--- config.mk ---
export PLATFORM = sky130hd
export DESIGN_NAME = fir_band_mac_scheduler
export DESIGN_NICKNAME = d
export VERILOG_FILES = /design/src/rtl/fir_band_mac_scheduler.sv
export SDC_FILE = /design/constraint.sdc
export NUM_CORES = 1
export LEC_CHECK = 0
export CORE_MARGIN = 1.5
export CORE_UTILIZATION = 53
export CTS_CLUSTER_SIZE = 24
export DETAILED_ROUTE_END_ITERATION = 10
export PLACE_DENSITY = 0.87
export SLEW_MARGIN = 0
export SYNTH_ARGS = -nofsm -noshare
export SYNTH_HDL_FRONTEND = slang
export SYNTH_SLANG_ARGS = --single-unit
export TNS_END_PERCENT = 50
--- constraint.sdc ---
create_clock -name clk_slow -period 4.9 [get_ports clk_slow]
set_input_delay 0.735 -clock clk_slow [delete_from_list [all_inputs] [get_ports clk_slow]]
set_output_delay 0.735 -clock clk_slow [all_outputs]
set_load 0.02 [all_outputs]
--- src/rtl/fir_band_mac_scheduler.sv ---
// Sequencer for a shared-MAC four-band FIR bank: writes each new sample into
// history, then walks every tap of every enabled band through one MAC.
module fir_band_mac_scheduler #(
  parameter int NTAPS = 32,
  parameter int TAP_W = 5,
  parameter int DW    = 16
) (
  input  logic             clk_slow,
  input  logic             rst,
  input  logic             sample_valid,
  input  logic [DW-1:0]    sample_in,
  input  logic [3:0]       band_en,
  output logic             hist_we,
  output logic [TAP_W-1:0] hist_waddr,
  output logic [DW-1:0]    hist_wdata,
  output logic [TAP_W-1:0] hist_raddr,
  output logic [1:0]       coef_band,
  output logic [TAP_W-1:0] coef_tap,
  output logic             mac_en,
  output logic             mac_clr,
  output logic             acc_done,
  output logic [1:0]       acc_band,
  output logic             busy,
  output logic             overrun
);

  typedef enum logic [2:0] {IDLE, WR, ISSUE, DRAIN, DONE} state_t;

  state_t           r_state;
  logic [3:0]       r_mask;
  logic [1:0]       r_band;
  logic [TAP_W-1:0] r_wr_ptr;
  logic             r_issue;

  logic [3:0]       w_rem;
  logic [1:0]       w_first_band;
  logic [1:0]       w_next_band;
  logic             w_last_tap;

  function automatic logic [1:0] lowest_set(input logic [3:0] m);
    if (m[0])      return 2'd0;
    else if (m[1]) return 2'd1;
    else if (m[2]) return 2'd2;
    else           return 2'd3;
  endfunction

  assign w_rem        = r_mask & ~(4'b0001 << r_band);
  assign w_first_band = lowest_set(r_mask);
  assign w_next_band  = lowest_set(w_rem);
  assign w_last_tap   = (coef_tap == TAP_W'(NTAPS - 1));

  always_ff @(posedge clk_slow or posedge rst) begin
    if (rst) begin
      r_state    <= IDLE;
      r_mask     <= '0;
      r_band     <= '0;
      r_wr_ptr   <= '0;
      r_issue    <= 1'b0;
      hist_we    <= 1'b0;
      hist_waddr <= '0;
      hist_wdata <= '0;
      hist_raddr <= '0;
      coef_band  <= '0;
      coef_tap   <= '0;
      mac_en     <= 1'b0;
      mac_clr    <= 1'b0;
      acc_done   <= 1'b0;
      acc_band   <= '0;
      busy       <= 1'b0;
      overrun    <= 1'b0;
    end else begin
      hist_we  <= 1'b0;
      acc_done <= 1'b0;
      // RAM/ROM answer one cycle after the address, so the MAC trails issue by one
      mac_en   <= r_issue;
      mac_clr  <= r_issue && (coef_tap == '0);
      if (sample_valid && (r_state != IDLE)) overrun <= 1'b1;

      case (r_state)
        IDLE: begin
          if (sample_valid) begin
            r_state    <= WR;
            busy       <= 1'b1;
            hist_we    <= 1'b1;
            hist_waddr <= r_wr_ptr;
            hist_wdata <= sample_in;
            r_mask     <= band_en;
          end
        end
        WR: begin
          if (r_mask != '0) begin
            r_state    <= ISSUE;
            r_band     <= w_first_band;
            coef_band  <= w_first_band;
            coef_tap   <= '0;
            hist_raddr <= r_wr_ptr;
            r_issue    <= 1'b1;
          end else begin
            r_wr_ptr <= r_wr_ptr + 1'b1;
            r_state  <= IDLE;
            busy     <= 1'b0;
          end
        end
        ISSUE: begin
          if (w_last_tap) begin
            r_issue <= 1'b0;
            r_state <= DRAIN;
          end else begin
            coef_tap   <= coef_tap + 1'b1;
            hist_raddr <= hist_raddr - 1'b1;
          end
        end
        DRAIN: begin
          r_state  <= DONE;
          acc_done <= 1'b1;
          acc_band <= r_band;
        end
        DONE: begin
          r_mask <= w_rem;
          if (w_rem != '0) begin
            r_state    <= ISSUE;
            r_band     <= w_next_band;
            coef_band  <= w_next_band;
            coef_tap   <= '0;
            hist_raddr <= r_wr_ptr;
            r_issue    <= 1'b1;
          end else begin
            r_wr_ptr <= r_wr_ptr + 1'b1;
            r_state  <= IDLE;
            busy     <= 1'b0;
          end
        end
        default: r_state <= IDLE;
      endcase
    end
  end

endmodule

==> results.tsv <==
stage	metric	value	unit
placed_design	IO buf count	63	
power	Flop pwr share	0.386	
sta	RSZ-0062 raised after global routing	false	
power	power per cell area	638	nW/um^2
logic_synthesis	Syn Area/Cell	12.0	sq um
clock_tree	H-tree depth	2	
power	switch share	0.400	
power	total power	0.00208	W
routing	drt pass-1 iters	4	
finish	multi-input logic area	1100	sq um
grt	GRT Max-Usage Layer	met2	
floorplanning	I/O Pins	64	
power	P_int	0.00125	W
logic_synthesis	Synth warnings	0	
worst_setup_path	Critical Path RT	5100	ps
clock_tree	clk root buf	clkbuf_8	
finish	nets	299	
placed_design	Post-DP HPWL	3430	um
power	VDD IR max	347	uV
clock_tree	CTS tree	built	
sta	Pins Over Slew Limit	0	
sta	setup_tns	0	ps
worst_setup_path	worst-path cell chain	nor3_1, and2_1, nand2b_1, o21ai_0, a22o_1	
logic_synthesis	Synthesized Nets	240	
worst_setup_path	Worst setup SP type	flip-flop	
worst_setup_path	critical path's slowest cell	and2_1	
logic_synthesis	Async S/R FF share, synth	1.00	
floorplanning	initial core utilization	0.544	
hold_path	hold crit path type	flip-flop to flip-flop	
finish	Reg area	1350	sq um
grt	grt met2 use	0.340	
logic_synthesis	Post-Syn Instances	212	
finish	share of cells above drive strength 1	0.169	
sta	hold slack	454	ps
logic_synthesis	Post-synth EDFFs	0	
clock_tree	Clock Sinks	54	
routing	ANT nets after route	0	
sta	skew final	5.78	ps
logic_synthesis	Synth area leaders	dfrtp_1 53%, mux2_2 11%, o21ai_0 2.7%	
sta	max frequency	0.393	GHz
grt	M1 GR Usage	0.246	
power	Clock power frac	0.119	
grt	met3 usage	0.0556	
finish	Finished Core Util	0.695	
worst_setup_path	Worst EP arrival	2750	ps
worst_setup_path	CP Max Fanout	29	
sta	Max-slew headroom	0.179	
sta	period utilization	0.520	
floorplanning	Die W	72.4	um
worst_setup_path	CP Class	flip-flop to flip-flop	
logic_synthesis	Mapped Area	2550	sq um
grt	largest net degree at the start of global routing	55	
routing	DR DRC count	0	
sta	final hold vios	0	
floorplanning	Die Y-Extent	72.4	um
finish	fin area	3260	sq um
run	max-capacitance violation count	0	
placed_design	Routability Congestion	0.743	
clock_tree	PostCTS Resize Cnt	0	
worst_setup_path	max incr delay on CP	1010	ps
power	Net Switching	0.000833	W
clock_tree	Num CTS Buffers	5	
finish	Antenna diodes	0	
routing	Avg WL per Cell	15.3	um
run_status	status	finished clean	
logic_synthesis	sequential-to-total area share from yosys stat	0.530	
finish	area growth from synthesis to final layout	27.9	%
sta	worst slew pin tran	1230	ps
clock_tree	Clock Tree Buf Depth	2	
finish	Fillers	373	
logic_synthesis	largest area contributor in the netlist	dfrtp_1	
routing	Post-Route WL	4990	um
logic_synthesis	post-synthesis cell type count	48	
worst_setup_path	critical path endpoint category	flip-flop	
clock_tree	worst-skew pair later-pin latency	310	ps
logic_synthesis	area fraction of the dominant cell type after synthesis	0.530	
logic_synthesis	Most used DFF post-synth	dfrtp_1	
placed_design	Placed Area	3170	sq um
clock_tree	quantity of hold-fixing buffers added after cts	0	
clock_tree	number of setup buffers added after CTS	0	
floorplanning	Placeable Area	4690	sq um
grt	antenna violations before repair	0	
sta	Setup violations, final	0	
floorplanning	num rows	25	
sta	crit path time final	2550	ps
logic_synthesis	Yosys reg bits	54	
grt	Total GRT Usage	0.201	
floorplanning	die area	5240	sq um
routing	Via Count	1813	
grt	global-route wire length before repair	8020	um
grt	global route overflow	0	
power	leakage	1.42	nW
power	Combinational Power Share	0.495	
routing	via-per-instance ratio	5.56	
grt	vias in the first global route	1785	
clock_tree	Reg clk slew, reported paths	90	ps
routing	Starting DRT DRC Count	76	
## power groups by stage
stage,clock network (W),registers [W],logic (W)
after floorplan,0,0.000913,0.000559
after global placement,0,0.000801,0.00101
after detailed placement,0,0.000810,0.00104
after CTS,0.000256,0.000803,0.00104
after global routing,0.000272,0.000832,0.00112
final,0.000247,0.000803,0.00103
## cells in the mapped netlist, types with 3 or more instances
cell,number
a21oi_1,5
a22o_1,3
and2_1,3
and3_1,3
buf_2,5
buf_6,3
dfrtp_1,54
ha_1,5
inv_1,7
mux2_2,26
nand2_1,13
nand2b_1,4
nand3_1,3
nor2_1,10
nor2b_1,3
nor3_1,7
o21ai_0,14
o21bai_1,3
o31ai_1,3
xnor2_1,3
## metrics by stage
| step | cells | worst slack, ps |
|---|---|---|
| floorplan | 212 | 2610 |
| global placement | 318 | 2130 |
| detailed placement | 318 | 2040 |
| CTS | 326 | 2350 |
| global route | 326 | 2150 |
| finish | 326 | 2350 |
## final timing paths
path                                        start                         end  slack [ps]  depth (start not counted)
max                        r_state[1]$_DFFE_PP0P_       r_mask[1]$_DFFE_PP0P_        2350                          5
min                           r_issue$_DFFE_PP0P_            mac_en$_DFF_PP0_         450                          0
max reg2reg                r_state[1]$_DFFE_PP0P_       r_mask[1]$_DFFE_PP0P_        2350                          5
min reg2reg                   r_issue$_DFFE_PP0P_            mac_en$_DFF_PP0_         450                          0
max in group asynchronous                     rst     acc_band[0]$_DFFE_PP0P_        3210                          2
min in group asynchronous                     rst  hist_wdata[13]$_DFFE_PP0P_        1000                          2
## layout by cell type, fill, tap and decap left out, types with 4 or more instances in the layout
cell type / count
a21oi_1: 5
clkbuf_8: 5
clkdlybuf4s50_1: 63
dfrtp_1: 54
ha_1: 5
inv_1: 6
mux2_2: 26
nand2_1: 13
nand2b_1: 4
nor2_1: 10
nor3_1: 7
o21ai_0: 14
## worst max-delay path: cells and delay by family (launching register included)
kind,cells,cell delay [ps]
and+or+nand+nor,3,1600
DFF,1,520
AOI/OAI and AO/OA,2,310
## area by class of cell
| cell class | instances | share of cell area |
|---|---|---|
| clock inverter | 2 | 0.00537 |
| multi-input combinational | 140 | 0.336 |
| tap | 54 | 0.0207 |
| timing repair buffer | 63 | 0.193 |
| inverter | 7 | 0.00806 |
| sequential | 54 | 0.414 |
| clock buffer | 6 | 0.0222 |
## state kept, by name (all words and copies together) (netlist names), 2 cells and up
register,count
coef_tap,5
r_mask,4
hist_waddr,5
hist_raddr,5
acc_band,2
r_state,3
r_wr_ptr,5
r_band,2
hist_wdata,16
## cells by family after synthesis
family	Yosys count	share of synthesized area
AO/OA/AOI/OAI	42	0.124
XOR/XNOR	4	0.0167
adder cells (fa/ha/maj)	5	0.0245
buffers and inverters	18	0.0407
flip-flops	54	0.530
multiplexers	29	0.127
AND/OR/NAND/NOR	60	0.138
## routing by layer
metal / vias to the layer above / wire [um]
li1: 867 / -
met1: 874 / 2290
met2: 62 / 2340
met3: 10 / 289
met4: 0 / 80
met5: - / 0
(Power assumes the default switching activity.)
